### src/rtl/calc_entry_ctrl.sv
// Keypad entry controller for a four-function calculator. It turns single-cycle
// key strobes into operand digit writes, operator latching, compute start and
// clear commands. Every output is registered and appears one cycle after the
// key that caused it.
module calc_entry_ctrl (
  input  logic       clk,
  input  logic       rst,
  input  logic       key_valid,
  input  logic [3:0] key_code,
  input  logic       calc_done,
  output logic [3:0] digit_out,
  output logic       new_number,
  output logic       op_number,
  output logic [1:0] digit_number,
  output logic       op_received,
  output logic [1:0] operation,
  output logic       clear_ops,
  output logic       calc_start,
  output logic       busy,
  output logic       result_valid,
  output logic       key_err
);

  typedef enum logic [1:0] {
    S_OP1    = 2'd0,
    S_OP2    = 2'd1,
    S_CALC   = 2'd2,
    S_RESULT = 2'd3
  } state_t;

  localparam logic [2:0] MAX_DIGITS = 3'd4;

  state_t     state, state_nxt;
  logic [2:0] cnt, cnt_nxt;
  // A digit typed while a result is shown is stored here. It is written into
  // operand 1 on the cycle after clear_ops, so the datapath has already
  // zeroed both operands before the write arrives.
  logic       pend, pend_nxt;
  logic [3:0] pend_digit, pend_digit_nxt;

  logic [3:0] digit_out_nxt;
  logic       new_number_nxt, op_number_nxt, op_received_nxt;
  logic [1:0] digit_number_nxt, operation_nxt;
  logic       clear_ops_nxt, calc_start_nxt, busy_nxt, result_valid_nxt, key_err_nxt;

  logic is_digit, is_op, is_eq, is_clr;

  assign is_digit = (key_code <= 4'd9);
  assign is_op    = (key_code >= 4'd10) && (key_code <= 4'd13);
  assign is_eq    = (key_code == 4'd14);
  assign is_clr   = (key_code == 4'd15);

  // Next-state and next-output decode for one key / calc_done event.
  always_comb begin
    // NOTE: every signal gets a default before any branch so that no path
    // leaves a combinational output unassigned, which would infer a latch.
    state_nxt        = state;
    cnt_nxt          = cnt;
    pend_nxt         = 1'b0;
    pend_digit_nxt   = pend_digit;
    digit_out_nxt    = digit_out;
    digit_number_nxt = digit_number;
    op_number_nxt    = op_number;
    operation_nxt    = operation;
    new_number_nxt   = 1'b0;
    op_received_nxt  = 1'b0;
    clear_ops_nxt    = 1'b0;
    calc_start_nxt   = 1'b0;
    key_err_nxt      = 1'b0;

    if (pend) begin
      // Second half of starting a new entry from a shown result; any key
      // arriving now is dropped, including clear.
      new_number_nxt   = 1'b1;
      digit_out_nxt    = pend_digit;
      digit_number_nxt = 2'd0;
      op_number_nxt    = 1'b0;
      cnt_nxt          = 3'd1;
      state_nxt        = S_OP1;
      key_err_nxt      = key_valid;
    end else if (key_valid && is_clr) begin
      // Clear wins over everything, including a simultaneous calc_done.
      clear_ops_nxt = 1'b1;
      state_nxt     = S_OP1;
      cnt_nxt       = 3'd0;
      op_number_nxt = 1'b0;
      operation_nxt = 2'b00;
    end else begin
      unique case (state)
        S_OP1, S_OP2: begin
          if (key_valid) begin
            if (is_digit) begin
              if (cnt < MAX_DIGITS) begin
                new_number_nxt   = 1'b1;
                digit_out_nxt    = key_code;
                digit_number_nxt = cnt[1:0];
                cnt_nxt          = cnt + 3'd1;
              end else begin
                key_err_nxt = 1'b1;
              end
            end else if (is_op) begin
              if (state == S_OP1 && cnt != 3'd0) begin
                op_received_nxt = 1'b1;
                // Operator codes 10..13 map to 00..11.
                operation_nxt   = key_code[1:0] + 2'd2;
                op_number_nxt   = 1'b1;
                cnt_nxt         = 3'd0;
                state_nxt       = S_OP2;
              end else begin
                key_err_nxt = 1'b1;
              end
            end else if (is_eq) begin
              if (state == S_OP2 && cnt != 3'd0) begin
                calc_start_nxt = 1'b1;
                state_nxt      = S_CALC;
              end else begin
                key_err_nxt = 1'b1;
              end
            end
          end
        end
        S_CALC: begin
          // Keys other than clear are silently ignored while computing.
          if (calc_done) state_nxt = S_RESULT;
        end
        S_RESULT: begin
          if (key_valid) begin
            if (is_digit) begin
              clear_ops_nxt  = 1'b1;
              pend_nxt       = 1'b1;
              pend_digit_nxt = key_code;
              cnt_nxt        = 3'd0;
              state_nxt      = S_OP1;
            end else begin
              key_err_nxt = 1'b1;
            end
          end
        end
        default: state_nxt = S_OP1;
      endcase
    end

    busy_nxt         = (state_nxt == S_CALC);
    result_valid_nxt = (state_nxt == S_RESULT);
  end

  // State, counter and registered outputs; reset abandons any sequence.
  always_ff @(posedge clk or posedge rst) begin
    if (rst) begin
      state        <= S_OP1;
      cnt          <= 3'd0;
      pend         <= 1'b0;
      pend_digit   <= 4'd0;
      digit_out    <= 4'd0;
      new_number   <= 1'b0;
      op_number    <= 1'b0;
      digit_number <= 2'd0;
      op_received  <= 1'b0;
      operation    <= 2'b00;
      clear_ops    <= 1'b0;
      calc_start   <= 1'b0;
      busy         <= 1'b0;
      result_valid <= 1'b0;
      key_err      <= 1'b0;
    end else begin
      // NOTE: non-blocking assignments so every register samples the values
      // from before this edge, independent of statement order.
      state        <= state_nxt;
      cnt          <= cnt_nxt;
      pend         <= pend_nxt;
      pend_digit   <= pend_digit_nxt;
      digit_out    <= digit_out_nxt;
      new_number   <= new_number_nxt;
      op_number    <= op_number_nxt;
      digit_number <= digit_number_nxt;
      op_received  <= op_received_nxt;
      operation    <= operation_nxt;
      clear_ops    <= clear_ops_nxt;
      calc_start   <= calc_start_nxt;
      busy         <= busy_nxt;
      result_valid <= result_valid_nxt;
      key_err      <= key_err_nxt;
    end
  end

endmodule

### config.mk
export PLATFORM = sky130hd
export DESIGN_NAME = calc_entry_ctrl
export DESIGN_NICKNAME = d
export VERILOG_FILES = /design/src/rtl/calc_entry_ctrl.sv
export SDC_FILE = /design/constraint.sdc
export NUM_CORES = 1
export LEC_CHECK = 0
export ABC_AREA = 0
export BUFFER_PORTS_ARGS = -buffer_cell sky130_fd_sc_hd__buf_4
export CELL_PAD_IN_SITES_DETAIL_PLACEMENT = 0
export CELL_PAD_IN_SITES_GLOBAL_PLACEMENT = 2
export CORE_ASPECT_RATIO = 1.2
export CORE_UTILIZATION = 31
export CTS_CLUSTER_SIZE = 25
export DETAILED_ROUTE_END_ITERATION = 6
export HOLD_SLACK_MARGIN = 0.08
export MAX_ROUTING_LAYER = met4
export PLACE_DENSITY_LB_ADDON = 0.3
export SYNTH_ARGS = -nofsm -noshare
export SYNTH_HDL_FRONTEND = slang
export SYNTH_SLANG_ARGS = --single-unit
export TNS_END_PERCENT = 5
### constraint.sdc
create_clock -name clk -period 1.9 [get_ports clk]
set_clock_uncertainty 0.15 [all_clocks]
set_input_delay 0.19 -clock clk [delete_from_list [all_inputs] [get_ports clk]]
set_output_delay 0.19 -clock clk [all_outputs]
set_load 0.1 [all_outputs]
==> out/metrics.cfg, run 1 <==
[worst_hold_path]
worst_hold_path_type = input pin to register

[power]
powerDensity_nw_per_um2 = 1770
peakVddDrop_v = 0.00108
leakagePower_uw = 0.000849

[drt]
first_pass_iters = 4
drt-wirelength-per-cell_um = 13.6
drc = 0
avgViaCountPerCell = 4.93
detail-route-antenna-nets = 0
vias = 1051
routed_wl_mm = 2.90
drtIter0Drc = 32

[placed_design]
io_buffers = 23
gp_congestion = 0.759
dp_cells = 204
place_area_sq_um = 1610
hpwlAfterDp_mm = 2.07

[critical_path]
worstPathArrival_ps = 1890
worstPathRequired_ps = 1940
end_kind = register
path_class = input pin to register
start_kind = input pin
worst-path-max-fanout = 10

[final_layout]
areaGrowthSynthToFinish_pct = 34.0
fin_area_sq_um = 1760
final_cell_count_no_fill = 213
n_fill_cell = 411
drive_gt1_frac = 0.365
antennaDiodeCount = 0
nets = 170

[die]
core_sq_um = 4000
fp.dieW_um = 61.5
start_util = 0.329
fp.dieH_um = 73.4
ios = 24
dieArea_sq_um = 4510
fp-row-count = 25

[sta]
min_period_over_period = 0.978
worst_pin_slew_ps = 394
fmax_mhz = 538
hold_viol = 0
setup_violations = 0
maxSlewViolCount = 0
rsz0062_at_grt = true
holdWs_ps = 82.9
fin_crit_ps = 1860
max-slew-margin-rel = 0.737

[grt]
grt_max_degree = 27
overflow = 0
grt_pass1_wl_mm = 4.94
grt_pass1_vias = 1065
grt_usage = 0.150
antenna_found_initial = 0

[synth]
ys_seq_area_frac = 0.494
synth_edf_count = 0
syn_area_sq_um = 1320
synth_seq_cells = 26
async_flop_share = 1.00
syn_nets = 132
avgSynthCellArea_sq_um = 10.8
ys.flop_type = dfrtp_1
synth.area.top_cells = dfrtp_1 49%, mux2i_1 7.6%, mux2_2 3.4%
synthCells = 122
synth.top_cell.area_share = 0.494
yosysWarningCount = 0
yosysTopAreaCell = dfrtp_1
ys_types = 40

[run_status]
status = complete, no violations

[clock_tree]
cts_sinks = 26
clk_pin_slew_ps = 90
cts.path.max_buffers = 2
insertion_delay_ps = 270
cts-root-buf = clkbuf_8
numCtsBuffers = 3
htree_levels = 1
cts_tree = built

[run]
drv_cap = 0

synthesized netlist by cell type, types with 3 or more instances:
cell type,n
dfrtp_1,26
mux2i_1,10
nand2_1,8
nor2_1,7
clkbuf_1,6
nand2b_1,6
a21oi_1,5
inv_1,5
mux2_2,4
o21ai_1,4
nor2b_1,3
nor3_1,3
o21ai_0,3
metrics by stage:
| stage | utilization | power, uW | setup WS [ps] | setup TNS [ps] |
|---|---|---|---|---|
| final | 0.441 | 3130 | 42.6 | 0 |
| after floorplan | - | 2200 | 81.6 | 0 |
| after CTS | 0.434 | 3120 | 11.0 | 0 |
| after global routing | 0.441 | 3280 | -17.5 | -17.5 |
| after global placement | 0.402 | 2580 | 70.3 | 0 |
| after detailed placement | 0.402 | 2610 | -22.8 | -22.8 |
state kept, by name (all words and copies together) (netlist names):
signal        cells
digit_out         4
pend_digit        4
cnt               3
digit_number      2
operation         2
state             2
busy              1
calc_start        1
clear_ops         1
key_err           1
new_number        1
op_number         1
op_received       1
pend              1
result_valid      1
logic make-up after synthesis:
logic type | count (synthesis) | synth area share
flip-flops | 26 | 0.494
XOR/XNOR | 1 | 0.00666
adder cells (fa/ha/maj) | 2 | 0.0190
AO/OA/AOI/OAI | 26 | 0.145
AND/OR/NAND/NOR | 40 | 0.176
buffers and inverters | 13 | 0.0485
multiplexers | 14 | 0.110
final timing paths:
| kind | cells after the start | slack (ps) | endpoint | from |
|---|---|---|---|---|
| hold reg to reg | 2 | 340 | digit_out[2] | pend_digit[2] |
| setup reg to reg | 6 | 60 | operation[1] | cnt[0] |
| min in group asynchronous | 4 | 370 | new_number | rst |
| max in group asynchronous | 4 | 980 | cnt[0] | rst |
| hold / removal | 3 | 80 | result_valid | calc_done |
| setup / recovery | 6 | 40 | cnt[0] | key_code[1] |
what timing repair did:
action | CTS | global route
setup buffers | 1 | 1
hold buffers | 3 | 0
resized for setup | 4 | 4
pin swaps | 0 | 1
endpoints found under the hold margin | 28 | 0
setup endpoints to repair | 2 | 9
report_power, final:
part / total [uW] / internal (uW) / switching, uW / leakage (uW)
Sequential: 876 / 751 / 125 / 0.000332
Clock: 456 / 282 / 174 / 0.0000357
Combinational: 1800 / 523 / 1280 / 0.000481
Total: 3130 / 1560 / 1570 / 0.000849
critical path, cell delays in order:
cell	delay (ps)
dlygate4sd3_1	530
buf_4	170
o211ai_1	190
o2111ai_1	230
o31ai_4	320
mux2i_1	260
layer usage:
metal | vias to the layer above | share of wire | GRT usage
met5 | - | 0 | -
met4 | 0 | 0.015 | 0.0543
met3 | 4 | 0.038 | 0.0246
met2 | 25 | 0.49 | 0.234
met1 | 516 | 0.46 | 0.194
li1 | 506 | - | -
layout make-up:
class                   instances  area, sq um  area share
inverters                       5         18.8      0.0106
clock buffers                   3         41.3      0.0234
well taps                      54         67.6      0.0383
repair buffers                 41          315       0.179
flip-flops and latches         26          651       0.369
clock inverters                 1         30.0      0.0170
multi-input cells              83          641       0.363
cell usage in the layout (no fill, tap or decap), drive strengths merged:
cell type and n:
a31oi 3, or4 1, nor4b 1, or2 1, buf 38, nor3b 1
o211ai 1, nor3 3, o21ai 7, o21bai 1, a221oi 1, a211o 1
inv 5, ha 2, dlygate4sd3 3, o31ai 1, nand2 8, o2111ai 1
nor2 7, bufinv 1, mux2i 10, nor4 2, and3 2, and2 1
nor2b 3, a21bo 1, xnor2 1, o21a 1, nand3 1, mux2 4
and3b 1, nand4 2, o211a 1, a21oi 5, dfrtp 26, o22a 1
clkbuf 3, o2bb2ai 1, nand2b 6
Power figures use the tool's default switching activity.
==> run 2: changes to the inputs <==
ABC_AREA = 1   (was 0)
CORE_UTILIZATION = 29   (was 31)
CTS_CLUSTER_DIAMETER = 100   (was unset)
RECOVER_POWER = 100   (was unset)
==> run 2 against run 1 <==
Synthesized cell count is 34% higher. Sequential cell count stayed put. Largest cell class unchanged. Cell count is 18% higher. Non-clock buffer count is 10 lower. Hold slack better by 14 ps. Routed wire length is 3.6% higher. Combinational power is 12% lower. Clock-buffer cell count is 1 higher. Via count is 8.8% higher. Area after synthesis is 3.6% higher. Die area is 10% higher.
==> out/metrics.cfg, run 2 <==
[sta]
setup_violations = 0
rsz0062_at_grt = false
holdWs_ps = 97.1
max-slew-margin-rel = 0.559
fmax_mhz = 590
maxSlewViolCount = 0
hold_viol = 0
min_period_over_period = 0.892
fin_crit_ps = 1700
worst_pin_slew_ps = 661
final.setup.tns_ps = 0

[worst_hold_path]
worst_hold_path_type = input pin to register

[grt]
grt_pass1_wl_mm = 5.19
grt_pass1_vias = 1105
overflow = 0
grt_max_degree = 27
antenna_found_initial = 0
grt_usage = 0.138

[clock_tree]
cts.path.max_buffers = 2
clk_pin_slew_ps = 90
cts_sinks = 26
insertion_delay_ps = 270
cts_resized = 0
cts_tree = built
numCtsBuffers = 3
cts_setup_buffers = 0
htree_levels = 1
ctsHoldBuffers = 4
cts-root-buf = clkbuf_8

[drt]
drtIter0Drc = 62
drt-wirelength-per-cell_um = 12.0
vias = 1143
drc = 0
detail-route-antenna-nets = 0
avgViaCountPerCell = 4.55
first_pass_iters = 4
routed_wl_mm = 3.00

[critical_path]
path_class = input pin to register
slowest_delay_ps = 540
timing.rr.start = cnt[0]
r2r_end = busy
end_kind = register
worstPathArrival_ps = 1720
worstPathRequired_ps = 1920
crit_start = key_code[3]
crit_end = digit_out[0]
ff2ff_setup_slack_ps = 210
start_kind = input pin
worstRegToRegCells = 9
worst-path-max-fanout = 13
path_cells = dlygate4sd3_1, buf_4, nand2_2, nand2_2, inv_4, nand2_1, o21ai_2, buf_4, nand2_1, o21a_1
cp_slowest_cell = dlygate4sd3_1

[synth]
syn_nets = 173
ys.flop_type = dfrtp_1
yosys.area_share.simple = 0.298
yosysMostFrequentCell = nand2_1
synth.area.top_cells = dfrtp_1 48%, nand2_1 10%, inv_1 5.2%
synth_seq_cells = 26
yosysTopAreaCell = dfrtp_1
avgSynthCellArea_sq_um = 8.37
synth_compound_area_frac = 0.114
ys_seq_area_frac = 0.477
synth_edf_count = 0
synthAdderAreaFrac = 0.0183
ys_types = 28
yosys-mux-area-fraction = 0
synth.top_cells.by_count = 37 x nand2_1, 26 x dfrtp_1, 19 x inv_1
syn_area_sq_um = 1360
synth.top_cell.area_share = 0.477
synth_top_family_by_area = simple AND/OR/NAND/NOR gates
yosysWarningCount = 0
synthCells = 163
async_flop_share = 1.00
synth_xor_area_frac = 0.00642

[final_layout]
drive_gt1_frac = 0.262
antennaDiodeCount = 0
nets = 206
areaGrowthSynthToFinish_pct = 20.7
reg_top3 = digit_out: 4 flops, pend_digit: 4 flops, cnt: 3 flops
final_cell_mix = 39 x nand2_1, 26 x dfrtp_1, 19 x inv_1
n_fill_cell = 481
final_common_cell = nand2_1

[run_status]
status = complete, no violations

[placed_design]
io_buffers = 23
gp_congestion = 0.828
hpwlAfterDp_mm = 2.28

[power]
leakagePower_uw = 0.000874
peakVddDrop_v = 0.000562
powerDensity_nw_per_um2 = 1730

[run]
drv_cap = 0

[die]
core_sq_um = 4390
start_util = 0.311
fp.dieW_um = 64.6
dieArea_sq_um = 4980
ios = 24
fp.dieH_um = 77.1
fp-row-count = 26

[run 2: through the flow]
stage | cell area, sq um | total power [uW] | worst slack (ps) | utilization | instances
2_1_floorplan | 1360 | 2240 | 443 | - | 163
4_1_cts | 1710 | 2960 | 187 | 0.389 | 251
5_1_grt | 1650 | 3020 | 46.1 | 0.375 | 251
6_report | 1650 | 2840 | 204 | 0.375 | 251
3_5_place_dp | 1620 | 2590 | 285 | 0.368 | 243
3_3_place_gp | 1620 | 2590 | 330 | 0.368 | 243
[run 2: kinds of logic after synthesis]
kind of cell,count (synthesis)
and+or+nand+nor,79
buffers and inverters,28
AOI/OAI and AO/OA,27
DFF,26
adders and majority gates,2
xor gates and xnor gates,1
[run 2: metal layers]
| metal | track usage | part of all wire | wire, um |
|---|---|---|---|
| met4 | 0.0400 | 0.014 | 41 |
| met3 | 0.0179 | 0.035 | 105 |
| met5 | - | 0 | 0 |
| met1 | 0.176 | 0.47 | 1420 |
| met2 | 0.227 | 0.48 | 1430 |
[run 2: critical path: cells and delay by family]
family,cells,cell delay (ps)
AO/OA/AOI/OAI,2,200
buffers and inverters,4,970
AND/OR/NAND/NOR,4,340
[run 2: power breakdown]
part           switching [uW]  total (uW)  internal [uW]  leakage (uW)
clock network             181         366            186     0.0000288
logic                    1280        1590            319      0.000512
registers                 128         880            752      0.000334
total                    1580        2840           1260      0.000874
[run 2: worst min-delay path by stage]
stage                            from             to  slack [ps]  depth (start not counted)
after floorplan                   rst           busy          80                          1
after global placement            rst     new_number         130                          3
after detailed placement          rst     new_number         140                          3
after CTS                   key_valid    op_received          90                          3
after global routing        key_valid    op_received         100                          3
final                     key_code[2]  pend_digit[2]         100                          3
[run 2: cell type report]
class | count | area, sq um | area share
timing repair buffer | 31 | 200 | 0.122
sequential | 26 | 651 | 0.395
tap | 56 | 70.1 | 0.0426
multi-input combinational | 109 | 574 | 0.349
inverter | 25 | 96.3 | 0.0585
clock buffer | 4 | 55.1 | 0.0334
==> run 3: changes to the inputs <==
==> constraint.sdc (replaced) <==
create_clock -name clk -period 1.9 [get_ports clk]
set_clock_uncertainty 0.15 [all_clocks]
set_input_delay 0.38 -clock clk [delete_from_list [all_inputs] [get_ports clk]]
set_output_delay 0.38 -clock clk [all_outputs]
set_load 0.1 [all_outputs]
==> run 3 against run 2 <==
Total power fell by 1.7%. Highest routed layer unchanged. Largest power group unchanged. First-iteration DRC count fell by 31%. Critical endpoint is now busy. Sequential cell count did not move.
==> out/metrics.cfg, run 3 (synthesis gave the netlist of run 2 again) <==
[grt]
grt_max_degree = 27
grt_usage = 0.142
grt_pass1_vias = 1144
overflow = 0
antenna_found_initial = 0
grt_pass1_wl_mm = 5.29

[drt]
vias = 1146
first_pass_iters = 4
routed_wl_mm = 3.10
drc = 0
drt-wirelength-per-cell_um = 12.5
detail-route-antenna-nets = 0
avgViaCountPerCell = 4.64
drtIter0Drc = 43

[clock_tree]
numCtsBuffers = 3
clk_pin_slew_ps = 90
ctsHoldBuffers = 1
insertion_delay_ps = 270
cts_setup_buffers = 0
htree_levels = 1
cts-root-buf = clkbuf_8
cts_tree = built
cts.path.max_buffers = 2
cts_resized = 0
cts_sinks = 26

[sta]
holdWs_ps = 175
worst_pin_slew_ps = 646
max-slew-margin-rel = 0.570
maxSlewViolCount = 0
final.setup.tns_ps = 0
hold_viol = 0
fmax_mhz = 592
rsz0062_at_grt = false
fin_crit_ps = 1690
setup_violations = 0
min_period_over_period = 0.889
setup_ws_ps = 211

[run]
drv_cap = 0

[power]
peakVddDrop_v = 0.000476
leakagePower_uw = 0.000854
powerDensity_nw_per_um2 = 1740

[run_status]
status = complete, no violations

[final_layout]
final_common_cell = nand2_1
reg_top3 = digit_out: 4 flops, pend_digit: 4 flops, cnt: 3 flops
drive_gt1_frac = 0.251
post-route-util = 0.365
areaGrowthSynthToFinish_pct = 17.5
nets = 203
final_cell_count_no_fill = 247
n_fill_cell = 482
antennaDiodeCount = 0
final_cell_mix = 39 x nand2_1, 26 x dfrtp_1, 20 x inv_1

[critical_path]
path_class = register to register
end_kind = register
worstRegToRegCells = 9
worstPathArrival_ps = 1750
worst-path-max-fanout = 4
start_kind = register
worstPathRequired_ps = 1960

[placed_design]
dp_cells = 243
pre_cts_slack_ps = 118
io_buffers = 23
gp_congestion = 0.845
hpwlAfterDp_mm = 2.38

[die]
fp.dieW_um = 64.6
start_util = 0.311
fp.dieH_um = 77.1
dieArea_sq_um = 4980
fp-row-count = 26
ios = 24
core_sq_um = 4390

[worst_hold_path]
worst_hold_path_type = input pin to register
hold_depth = 2

## run 3: routing by layer
layer | vias up | share of wire | track usage
met3 | 5 | 0.040 | 0.0149
met4 | 0 | 0.017 | 0.0578
met2 | 28 | 0.49 | 0.235
met5 | - | 0 | -
li1 | 577 | - | -
met1 | 536 | 0.46 | 0.176
## run 3: path summary, 6_finish.rpt
| check | startpoint | end | slack (ps) |
|---|---|---|---|
| max | cnt[1] | busy | 210 |
| min | key_code[1] | operation[1] | 170 |
| max reg2reg | cnt[1] | busy | 210 |
| min reg2reg | pend_digit[3] | pend_digit[3] | 340 |
| max in group asynchronous | rst | digit_out[1] | 500 |
| min in group asynchronous | rst | digit_out[3] | 680 |
## run 3: layout make-up
class,count,area (sq um),area share
Tap cell,56,70.1,0.0437
Clock buffer,3,41.3,0.0258
Timing Repair Buffer,28,170,0.106
Inverter,25,96.3,0.0601
Sequential cell,26,651,0.406
Multi-Input combinational cell,109,574,0.358
## run 3: power breakdown
part           total (uW)  switching [uW]  internal [uW]
registers             874             122            752
logic                1610            1290            317
clock network         312             170            142
total                2790            1580           1210
## run 3: worst max-delay path, stage by stage, from the launching register on
cell and delay [ps]:
dfrtp_1 410, inv_1 70, ha_1 180, nand2_1 100, nand2_1 130, nor3_4 230, inv_2 50, a21oi_1 180
nand2_1 70, inv_1 50
## run 3: metrics by stage
step	total power (uW)	instance area [sq um]
final	2790	1600
after global routing	2980	1600
after CTS	2930	1670
after detailed placement	2600	1620
after global placement	2600	1620
after floorplan	2240	1360
